$ cat src/rtl/lsu_ext.sv
// Load/store unit with byte/half/word lane placement, load extension and misalignment detection.
// Optional ack timeout is built only when LSU_TIMEOUT_EN is defined.
module lsu_ext #(
    parameter int TO_CYC = 16
) (
    input  logic        clk,
    input  logic        rst_n,
    input  logic        start,
    input  logic        MemWr,
    input  logic [1:0]  Size,
    input  logic        ExtOp,
    input  logic [31:0] Addr,
    input  logic [31:0] WData,
    output logic        busy,
    output logic        done,
    output logic [31:0] RData,
    output logic        misalign,
    output logic        timeout,
    output logic        mem_req,
    output logic        mem_we,
    output logic [3:0]  mem_be,
    output logic [31:0] mem_addr,
    output logic [31:0] mem_wdata,
    input  logic        mem_ack,
    input  logic [31:0] mem_rdata
);

    localparam logic [1:0] S_IDLE   = 2'd0;
    localparam logic [1:0] S_ACCESS = 2'd1;
    localparam logic [1:0] S_DONE   = 2'd2;

    localparam logic [1:0] SZ_BYTE = 2'b00;
    localparam logic [1:0] SZ_HALF = 2'b01;
    localparam logic [1:0] SZ_WORD = 2'b10;

    logic [1:0]  state_q, state_d;
    logic        we_q, we_d;
    logic [3:0]  be_q, be_d;
    logic [31:2] addr_q, addr_d;
    logic [31:0] wdata_q, wdata_d;
    logic [1:0]  size_q, size_d;
    logic        ext_q, ext_d;
    logic [1:0]  lane_q, lane_d;
    logic        misalign_q, misalign_d;
    logic [31:0] rdata_q, rdata_d;

    logic        accept;
    logic        start_mis;
    logic [3:0]  st_be;
    logic [31:0] st_wdata;
    logic [7:0]  lane_byte;
    logic [15:0] lane_half;
    logic [31:0] load_val;
    logic        to_hit;

    assign accept = (state_q == S_IDLE) & start;

    assign start_mis = (Size == 2'b11)
                     | ((Size == SZ_HALF) & Addr[0])
                     | ((Size == SZ_WORD) & (Addr[1:0] != 2'b00));

    // Stores replicate the narrow datum on every lane; byte enables pick the real one.
    always_comb begin
        // NOTE: every combinational output gets a default first so no path infers a latch.
        st_be    = 4'b0000;
        st_wdata = 32'h0;
        case (Size)
            SZ_BYTE: begin
                st_be    = 4'b0001 << Addr[1:0];
                st_wdata = {4{WData[7:0]}};
            end
            SZ_HALF: begin
                st_be    = 4'b0011 << {Addr[1], 1'b0};
                st_wdata = {2{WData[15:0]}};
            end
            SZ_WORD: begin
                st_be    = 4'b1111;
                st_wdata = WData;
            end
            default: ;
        endcase
    end

    always_comb begin
        lane_byte = 8'h0;
        case (lane_q)
            2'd0:    lane_byte = mem_rdata[7:0];
            2'd1:    lane_byte = mem_rdata[15:8];
            2'd2:    lane_byte = mem_rdata[23:16];
            default: lane_byte = mem_rdata[31:24];
        endcase
        lane_half = lane_q[1] ? mem_rdata[31:16] : mem_rdata[15:0];
        case (size_q)
            SZ_BYTE: load_val = {{24{ext_q & lane_byte[7]}}, lane_byte};
            SZ_HALF: load_val = {{16{ext_q & lane_half[15]}}, lane_half};
            default: load_val = mem_rdata;
        endcase
    end

    always_comb begin
        state_d    = state_q;
        we_d       = we_q;
        be_d       = be_q;
        addr_d     = addr_q;
        wdata_d    = wdata_q;
        size_d     = size_q;
        ext_d      = ext_q;
        lane_d     = lane_q;
        misalign_d = misalign_q;
        rdata_d    = rdata_q;
        case (state_q)
            S_IDLE: begin
                if (start) begin
                    we_d       = MemWr;
                    be_d       = MemWr ? st_be : 4'b1111;
                    addr_d     = Addr[31:2];
                    wdata_d    = st_wdata;
                    size_d     = Size;
                    ext_d      = ExtOp;
                    lane_d     = Addr[1:0];
                    misalign_d = start_mis;
                    state_d    = start_mis ? S_DONE : S_ACCESS;
                end
            end
            S_ACCESS: begin
                if (mem_ack) begin
                    state_d = S_DONE;
                    if (!we_q) begin
                        rdata_d = load_val;
                    end
                end else if (to_hit) begin
                    state_d = S_DONE;
                end
            end
            S_DONE:  state_d = S_IDLE;
            default: state_d = S_IDLE;
        endcase
    end

    always_ff @(posedge clk or negedge rst_n) begin
        if (!rst_n) begin
            state_q    <= S_IDLE;
            we_q       <= 1'b0;
            be_q       <= 4'b0000;
            addr_q     <= '0;
            wdata_q    <= 32'h0;
            size_q     <= 2'b00;
            ext_q      <= 1'b0;
            lane_q     <= 2'b00;
            misalign_q <= 1'b0;
            rdata_q    <= 32'h0;
        end else begin
            // NOTE: state registers use non-blocking assignment so all flops update together.
            state_q    <= state_d;
            we_q       <= we_d;
            be_q       <= be_d;
            addr_q     <= addr_d;
            wdata_q    <= wdata_d;
            size_q     <= size_d;
            ext_q      <= ext_d;
            lane_q     <= lane_d;
            misalign_q <= misalign_d;
            rdata_q    <= rdata_d;
        end
    end

`ifdef LSU_TIMEOUT_EN
    localparam int CNT_W = (TO_CYC > 1) ? $clog2(TO_CYC) : 1;

    logic [CNT_W-1:0] cnt_q;
    logic             timeout_q;

    assign to_hit = (cnt_q == CNT_W'(TO_CYC - 1));

    always_ff @(posedge clk or negedge rst_n) begin
        if (!rst_n) begin
            cnt_q     <= '0;
            timeout_q <= 1'b0;
        end else begin
            cnt_q <= (state_q == S_ACCESS) ? cnt_q + CNT_W'(1) : '0;
            if (accept) begin
                timeout_q <= 1'b0;
            end else if ((state_q == S_ACCESS) && !mem_ack && to_hit) begin
                timeout_q <= 1'b1;
            end
        end
    end

    assign timeout = timeout_q;
`else
    assign to_hit  = 1'b0;
    assign timeout = 1'b0;
`endif

    // The bus is driven only while an access is outstanding, so reset drops it immediately.
    assign busy      = (state_q == S_ACCESS);
    assign done      = (state_q == S_DONE);
    assign mem_req   = busy;
    assign mem_we    = busy & we_q;
    assign mem_be    = busy ? be_q : 4'b0000;
    assign mem_addr  = busy ? {addr_q, 2'b00} : 32'h0;
    assign mem_wdata = busy ? wdata_q : 32'h0;
    assign misalign  = misalign_q;
    assign RData     = rdata_q;

endmodule

$ cat config.mk
export PLATFORM = sky130hd
export DESIGN_NAME = lsu_ext
export DESIGN_NICKNAME = d
export VERILOG_FILES = /design/src/rtl/lsu_ext.sv
export SDC_FILE = /design/constraint.sdc
export NUM_CORES = 1
export LEC_CHECK = 0
export ABC_CLOCK_PERIOD_IN_PS = 3200
export CAP_MARGIN = 10
export CORE_MARGIN = 2
export CORE_UTILIZATION = 30
export DETAILED_ROUTE_END_ITERATION = 10
export PLACE_DENSITY = 0.57
export SETUP_SLACK_MARGIN = 0.1
export SYNTH_ARGS = -nofsm -noshare
export SYNTH_HDL_FRONTEND = slang
export SYNTH_SLANG_ARGS = --single-unit
$ cat constraint.sdc
create_clock -name clk -period 3.2 [get_ports clk]
set_input_delay 0.64 -clock clk [delete_from_list [all_inputs] [get_ports clk]]
set_output_delay 0.64 -clock clk [all_outputs]
set_load 0.05 [all_outputs]
==> flow_summary.yaml, run 1 <==
cts:
  post_cts_buffers: 0
  cts_resized: 0
  worstSkewPairLatency_ns: 0.35
  cts_buffer_depth: 2
  h-tree-depth: 3
  cts_tree: "built"
  ctsHoldBuffers: 0
  root_buffer: "clkbuf_16"
  clk_pin_slew_ns: 0.07
  cts_sinks: 107
  numCtsBuffers: 9
cells_and_area:
  regArea_mm2: 0.00268
  multi_input_area_mm2: 0.00246
  num_antenna_cells: 0
  nFillCells: 1681
  post_layout_nonfiller_instances: 1038
  area_delta_synth_final_pct: 48.4
  final_nets: 912
  drive_above_1_share_pct: 5.17
timing:
  rsz0062_at_grt: "false"
  fin_hold_ws_ns: 0.373
  fin_crit_ns: 2.98
  fmax_mhz: 335
  fin_crit_sh_pct: 93.2
  worst_slew_pin_slew_ns: 0.847
  final_max_slew_viol_count: 0
  setup_tns_ns: 0
  setup_viol: 0
  slew_headroom_pct: 43.6
  fin_skew_ns: 0.00470
  hold_viol: 0
drt:
  routed_wl_um: 17900
  ant_nets: 0
  avgViaCountPerCell: 4.88
  drt_iter0_drc: 311
  vias: 5063
  firstDrtPassIters: 5
  wl_per_cell_um: 17.2
  drc_errors: 0
setup_path:
  worstPathArrival_ns: 2.34
  max_stage_delay_ns: 0.81
  cp_num_buf_inv: 2
  worst_ep_required_time_ns: 2.56
  path_cells: "nor2b_4, buf_12, and2_1, clkdlybuf4s50_1"
  cpMaxStageDelayCell: "clkdlybuf4s50_1"
  crit_path_start_kind: "register"
  crit_path_end_kind: "output pin"
  path_class: "register to output pin"
  crit_family: "buffers and inverters"
  worstPathMaxFanout: 69
yosys:
  yosys-top-cells-count: "nand2_1, dfrtp_1, nor2_1, and2_1, a21oi_1"
  synth.most_common_cell: "nand2_1"
  synthFlopType: "dfrtp_1"
  mappedNetlistArea_mm2: 0.00534
  synth-seq-cells: 107
  synth_cells: 624
  synth_edf_count: 0
  synth_top_area_share_pct: 50.2
  yosysSeqAreaShare_pct: 50.2
  synth_top_area_cell: "dfrtp_1"
  synth.distinct_cells: 38
  ys_top_cells_by_area: "dfrtp_1, nand2_1, and2_1"
  synth_area_per_cell_um2: 8.56
  ys_warn_count: 0
  async_flop_share_pct: 100
global_routing:
  grt_overflow: 0
  grt_pass1_wl_um: 27500
  grt_pass1_vias: 5091
  grt_max_degree: 70
  grt.total_usage_pct: 19.0
  grt_antenna_before_repair: 0
floorplanning:
  die_w_um: 137
  rows: 48
  start_util_pct: 30.8
  ios: 210
  die-area_mm2: 0.0189
  design.core.area_mm2: 0.0174
  dieHeight_um: 137
power:
  peakVddDrop_mv: 0.618
  power.leakage_nw: 3.46
  powerDensity_mw_per_mm2: 804
run:
  cap_violations: 0
placement:
  placed_cells: 1022
  dp_hpwl_um: 12900
  portBuffers: 206
  place_congestion: 0.845
run_status:
  outcome: "finished clean"
min_path:
  holdCritPathClass: "primary input to async pin"
[path summary, 6_finish.rpt]
kind,startpoint,end,slack [ns],depth (start not counted)
max,state_q[0]$_DFFE_PN0P_,mem_wdata[10],0.22,4
max in group asynchronous,rst_n,wdata_q[27]$_DFFE_PN0P_,2.10,2
min in group clk,addr_q[29]$_DFFE_PN0P_,addr_q[29]$_DFFE_PN0P_,0.47,2
min,rst_n,RData[17]$_DFFE_PN0P_,0.37,1
max reg2reg,lane_q[1]$_DFFE_PN0P_,RData[21]$_DFFE_PN0P_,0.76,4
min reg2reg,addr_q[29]$_DFFE_PN0P_,addr_q[29]$_DFFE_PN0P_,0.47,2
[cell usage in the layout (no fill, tap or decap), types with 2 or more instances in the layout]
cell type        instances
a211oi_1                 8
a21o_1                   7
a21oi_1                 36
a221oi_1                 8
a22o_1                   2
a22oi_1                 14
a31oi_1                  5
and2_1                  67
and2b_1                  5
buf_12                   4
buf_4                    9
clkbuf_16                9
clkdlybuf4s50_1        205
clkinv_2                 3
conb_1                   3
dfrtp_1                107
inv_1                    3
mux2_2                   6
mux2i_1                 10
nand2_1                161
nand2b_1                 2
nand3_1                 14
nand3b_1                 3
nor2_1                  75
nor2b_1                  5
nor3_1                   4
o211ai_1                 6
o21ai_0                 15
[routing by layer]
| metal | global-route usage, % | vias to the layer above | routed length, um |
|---|---|---|---|
| li1 | - | 2409 | - |
| met1 | 24.2 | 2416 | 7680 |
| met2 | 29.8 | 210 | 7990 |
| met3 | 6.22 | 28 | 1770 |
| met4 | 7.67 | 0 | 422 |
| met5 | 0 | - | 0 |
[sequential cells by signal (all words and copies together), names as in the netlist]
name      flops
addr_q       30
RData        32
ext_q         1
be_q          4
size_q        2
wdata_q      32
state_q       2
we_q          1
lane_q        2
misalign      1
[final cells by class]
| cell class | count | share of cell area [%] |
|---|---|---|
| Timing Repair Buffer | 218 | 27.8 |
| Clock buffer | 11 | 3.06 |
| Sequential cell | 107 | 33.8 |
| Multi-Input combinational cell | 468 | 31.0 |
| Inverter | 4 | 0.189 |
| Tap cell | 225 | 3.55 |
| Clock inverter | 5 | 0.663 |
[worst reg2reg max path, delay by kind of cell (launching register included)]
family	cells	cell delay, ns
mux	1	0.60
compound gates	1	0.16
simple gates	2	0.77
flops	1	0.76
[through the flow]
step	power [W]	utilization [%]	worst slack, ns	instance area (um2)
final	0.00637	45.7	0.217	7930
after global routing	0.00674	45.7	0.102	7930
after CTS	0.00644	45.7	0.172	7930
after detailed placement	0.00527	44.0	0.481	7630
after global placement	0.00522	44.0	0.551	7630
after floorplan	0.00412	-	0.498	5350
[where the power goes]
part           internal (W)  switching, W
sequential          0.00183      0.000340
clock              0.000625      0.000512
combinational       0.00109       0.00197
[cells by family (layout without fill, tap and decap cells)]
family	Yosys count	after routing	synth area share (%)
flops	107	107	50.2
simple gates	342	342	29.1
compound gates	106	106	12.8
mux	17	17	3.56
buf+inv	51	238	4.31
other cells	1	3	0.0702
(Power assumes the default switching activity.)
==> run 2, diff against run 1 <==
--- a/config.mk
+++ b/config.mk
@@ -5,12 +5,13 @@
 export SDC_FILE = /design/constraint.sdc
 export NUM_CORES = 1
 export LEC_CHECK = 0
+export ABC_AREA = 1
 export ABC_CLOCK_PERIOD_IN_PS = 3200
 export CAP_MARGIN = 10
 export CORE_MARGIN = 2
 export CORE_UTILIZATION = 30
 export DETAILED_ROUTE_END_ITERATION = 10
-export PLACE_DENSITY = 0.57
+export PLACE_DENSITY = 0.56
 export SETUP_SLACK_MARGIN = 0.1
 export SYNTH_ARGS = -nofsm -noshare
 export SYNTH_HDL_FRONTEND = slang
==> flow_summary.yaml, run 2 <==
global_routing:
  grt.total_usage_pct: 18.1
  grt_overflow: 0
  grt_pass1_vias: 5373
  grt_pass1_wl_um: 28200
  grt_max_degree: 111
  grt_antenna_before_repair: 0
placement:
  dp_hpwl_um: 12500
  place_congestion: 0.889
  portBuffers: 206
  placed_area_mm2: 0.00773
  post-place-ws_ns: 0.735
min_path:
  holdCritPathClass: "primary input to async pin"
floorplanning:
  rows: 49
  dieHeight_um: 140
  die_w_um: 140
  ios: 210
  design.core.area_mm2: 0.0180
  start_util_pct: 30.7
  die-area_mm2: 0.0195
timing:
  setup_viol: 0
  hold_viol: 0
  worst_slew_pin_slew_ns: 0.654
  fmax_mhz: 352
  slew_headroom_pct: 56.3
  fin_crit_ns: 2.84
  fin_hold_ws_ns: 0.245
  fin_crit_sh_pct: 88.8
  fin_skew_ns: 0.0125
  final_max_slew_viol_count: 0
  rsz0062_at_grt: "false"
  setup_tns_ns: 0
  setup_ws_ns: 0.357
cells_and_area:
  final_nets: 1014
  num_antenna_cells: 0
  area_delta_synth_final_pct: 45.2
  stdcell_area_mm2: 0.00803
  layout_commonest_cell: "clkdlybuf4s50_1"
  drive_above_1_share_pct: 6.46
  final_cell_mix: "clkdlybuf4s50_1, nand2_1, dfrtp_1, inv_1, nor2_1"
cts:
  cts_buffer_depth: 2
  cts_resized: 0
  h-tree-depth: 3
  root_buffer: "clkbuf_16"
  clk_pin_slew_ns: 0.07
  ctsHoldBuffers: 0
  post_cts_buffers: 0
  cts_tree: "built"
  cts_sinks: 107
  worstSkewPairLatency_ns: 0.36
  numCtsBuffers: 9
yosys:
  synth-seq-cells: 107
  synth_area_per_cell_um2: 7.61
  ys_top_cells_by_area: "dfrtp_1, nand2_1, inv_1"
  synth.distinct_cells: 30
  async_flop_share_pct: 100
  yosysSeqAreaShare_pct: 48.4
  synth_top_area_share_pct: 48.4
  synth_edf_count: 0
  yosys-top-cells-count: "nand2_1, dfrtp_1, inv_1, nor2_1, o21ai_0"
  ys_warn_count: 0
  mappedNetlistArea_mm2: 0.00553
  synth_cells: 726
  synth.most_common_cell: "nand2_1"
  synth_top_area_cell: "dfrtp_1"
  synthFlopType: "dfrtp_1"
drt:
  ant_nets: 0
  routed_wl_um: 17500
  avgViaCountPerCell: 4.59
  drt_iter0_drc: 286
  wl_per_cell_um: 15.3
  firstDrtPassIters: 8
  vias: 5246
  drc_errors: 0
setup_path:
  rrSetupSlack_ns: 1.46
  crit_path_end_kind: "output pin"
  worstPathArrival_ns: 2.20
  path_class: "register to output pin"
  crit_start: "state_q[1]$_DFFE_PN0P_"
  rr_startpoint: "lane_q[1]$_DFFE_PN0P_"
  worst_ep_required_time_ns: 2.56
  crit_path_start_kind: "register"
  worstPathMaxFanout: 45
power:
  powerDensity_mw_per_mm2: 775
  peakVddDrop_mv: 0.652
  power.leakage_nw: 3.66
run:
  cap_violations: 0
run_status:
  outcome: "finished clean"
run 2: cell count changes after synthesis, sizes merged, moves of 17 or more:
cell / delta
buf: +17
nand3: +30
inv: +109
o21ai: +44
and2: -68
nor2: +34
clkbuf: -21
or2: +23
run 2: critical path: stages, from the launching register on:
cell	delay (ns)
dfrtp_1	0.40
inv_1	0.12
nand2_2	0.13
buf_12	0.20
nor2_1	0.14
clkdlybuf4s50_1	0.83
run 2: final timing paths:
kind | endpoint | depth (start not counted)
max in group asynchronous | addr_q[9]$_DFFE_PN0P_ | 2
min in group clk | RData[5]$_DFFE_PN0P_ | 2
hold / removal | RData[2]$_DFFE_PN0P_ | 1
setup reg to reg | RData[29]$_DFFE_PN0P_ | 7
setup / recovery | mem_wdata[0] | 5
hold reg to reg | RData[5]$_DFFE_PN0P_ | 2
run 2: logic make-up after synthesis:
kind of cell           count (synthesis)  share of synthesized area, %
other                                  1                        0.0678
buffers and inverters                155                          12.1
AOI/OAI and AO/OA                    137                          14.1
and+or+nand+nor                      326                          25.3
DFF                                  107                          48.4
run 2: per-stage QoR:
step	std cells	utilization (%)	total power (W)
2_1_floorplan	728	-	0.00408
3_3_place_gp	1128	42.9	0.00510
3_5_place_dp	1128	42.9	0.00513
4_1_cts	1142	44.5	0.00629
5_1_grt	1142	44.5	0.00660
6_report	1142	44.5	0.00622
run 2: report_power, final:
group / internal [W] / switching [W] / leakage [nW] / total [W]
clock network: 0.000621 / 0.000516 / 0.133 / 0.00114
registers: 0.00182 / 0.000245 / 1.30 / 0.00207
logic: 0.00103 / 0.00199 / 2.23 / 0.00301
total: 0.00347 / 0.00275 / 3.66 / 0.00622
run 2: final cells by class:
| class | instances | area, um2 |
|---|---|---|
| Clock buffer | 10 | 239 |
| Clock inverter | 4 | 52.6 |
| Fill cell | 1865 | 10000 |
| Inverter | 112 | 422 |
| Multi-Input combinational cell | 466 | 2190 |
| Sequential cell | 107 | 2680 |
| Tap cell | 229 | 287 |
| Timing Repair Buffer | 214 | 2160 |
run 2: routing by layer:
| layer | share of wire (%) | GRT usage, % |
|---|---|---|
| met1 | 45 | 24.5 |
| met2 | 43 | 26.9 |
| met3 | 9.7 | 6.26 |
| met4 | 1.9 | 6.42 |
| met5 | 0 | 0 |
==> run 3, diff against run 2 <==
--- a/config.mk
+++ b/config.mk
@@ -11,6 +11,7 @@
 export CORE_MARGIN = 2
 export CORE_UTILIZATION = 30
 export DETAILED_ROUTE_END_ITERATION = 10
+export GPL_TIMING_DRIVEN = 0
 export PLACE_DENSITY = 0.56
 export SETUP_SLACK_MARGIN = 0.1
 export SYNTH_ARGS = -nofsm -noshare
==> flow_summary.yaml, run 3 (synthesized netlist as in run 2, its figures left out) <==
run_status:
  outcome: "finished clean"
timing:
  fin_crit_sh_pct: 91.2
  hold_viol: 0
  rsz0062_at_grt: "false"
  slew_headroom_pct: 61.0
  worst_slew_pin_slew_ns: 0.583
  fmax_mhz: 343
  setup_ws_ns: 0.281
  fin_crit_ns: 2.92
  setup_viol: 0
  fin_hold_ws_ns: 0.147
  final_max_slew_viol_count: 0
  fin_skew_ns: 0.00909
global_routing:
  grt_overflow: 0
  grt_pass1_wl_um: 30100
  grt.total_usage_pct: 19.6
  grt_antenna_before_repair: 0
  grt_pass1_vias: 5590
  grt_max_degree: 82
power:
  power.leakage_nw: 4.46
  powerDensity_mw_per_mm2: 767
  peakVddDrop_mv: 0.671
drt:
  routed_wl_um: 19100
  wl_per_cell_um: 16.2
  drc_errors: 0
  avgViaCountPerCell: 4.70
  ant_nets: 0
  vias: 5548
  drt_iter0_drc: 313
  firstDrtPassIters: 5
setup_path:
  worstReg2RegEnd: "addr_q[4]$_DFFE_PN0P_"
  worstPathArrival_ns: 2.28
  path_common_cell: "buf_2"
  crit_path_start_kind: "register"
  cpMaxStageDelayCell: "dlygate4sd2_1"
  rr_startpoint: "state_q[1]$_DFFE_PN0P_"
  worstPathMaxFanout: 10
  crit_start: "state_q[1]$_DFFE_PN0P_"
  worst_ep_required_time_ns: 2.56
  rrSetupSlack_ns: 1.60
  cp_num_buf_inv: 4
  crit_family: "buffers and inverters"
  cp.depth: 6
  max_stage_delay_ns: 0.56
  r2r_cells: 7
  path_cells: "inv_1, nand2_1, buf_2, buf_2, nor2_1, dlygate4sd2_1"
  path_class: "register to output pin"
  crit_path_end_kind: "output pin"
cts:
  numCtsBuffers: 9
  cts_resized: 40
  cts_sinks: 107
  post_cts_buffers: 0
  cts_buffer_depth: 2
  ctsHoldBuffers: 0
  root_buffer: "clkbuf_16"
  clk_pin_slew_ns: 0.07
  h-tree-depth: 3
  worstSkewPairLatency_ns: 0.36
  cts_tree: "built"
floorplanning:
  start_util_pct: 30.7
  die-area_mm2: 0.0195
  rows: 49
  dieHeight_um: 140
  design.core.area_mm2: 0.0180
  ios: 210
  die_w_um: 140
cells_and_area:
  area_delta_synth_final_pct: 49.2
  final_cell_mix: "nand2_1, clkdlybuf4s50_1, dfrtp_1, inv_1, nor2_1"
  final_nets: 1050
  nFillCells: 1903
  multi_input_area_mm2: 0.00219
  drive_above_1_share_pct: 9.04
  num_antenna_cells: 0
  regArea_mm2: 0.00268
  layout_commonest_cell: "nand2_1"
placement:
  place_congestion: 0.849
  post-place-ws_ns: 0.317
  dp_hpwl_um: 14400
  portBuffers: 206
run:
  cap_violations: 0
min_path:
  holdCritPathClass: "primary input to async pin"
run 3: cell count changes in the layout (fill, tap and decap cells not counted), moves of 2 or more:
cell / previous run / this run
dlygate4sd2_1: 0 / 39
clkbuf_2: 0 / 2
buf_12: 3 / 0
buf_6: 0 / 6
clkbuf_1: 0 / 11
clkinvlp_4: 3 / 1
clkdlybuf4s50_1: 205 / 138
dlymetal6s2s_1: 0 / 27
buf_2: 0 / 20
run 3: per-stage QoR:
stage | total power (W) | instance area (um2) | utilization [%] | cells | setup TNS [ns]
floorplan | 0.00408 | 5540 | - | 728 | 0
global placement | 0.00517 | 7880 | 43.7 | 1163 | -320.65
detailed placement | 0.00520 | 7910 | 43.9 | 1164 | 0
CTS | 0.00639 | 8180 | 45.4 | 1180 | 0
global route | 0.00669 | 8250 | 45.8 | 1180 | 0
finish | 0.00632 | 8250 | 45.8 | 1180 | 0
run 3: metal layers:
layer | global-route usage (%) | vias to the layer above | part of all wire, %
li1 | - | 2715 | -
met1 | 25.7 | 2564 | 43
met2 | 30.1 | 238 | 45
met3 | 6.71 | 31 | 10
met4 | 7.11 | 0 | 2.3
met5 | 0 | - | 0
run 3: report_power, final:
part | internal [W] | leakage, nW | switching [W]
clock | 0.000646 | 0.154 | 0.000565
combinational | 0.00103 | 3.01 | 0.00204
sequential | 0.00182 | 1.30 | 0.000221
total | 0.00350 | 4.46 | 0.00283
run 3: final cells by class:
cell class	count	share of cell area, %
buffer	43	3.00
clock buffer	10	2.90
clock inverter	6	1.00
inverter	112	5.10
multi-input combinational	466	26.5
sequential	107	32.5
tap	229	3.47
timing repair buffer	207	25.5
run 3: how the worst max path moves through the flow:
stage                        endpoint
6_report                mem_wdata[25]
5_1_grt                 mem_wdata[29]
4_1_cts                  mem_wdata[7]
3_5_place_dp            mem_wdata[24]
3_3_place_gp   addr_q[10]$_DFFE_PN0P_
2_1_floorplan           mem_wdata[21]
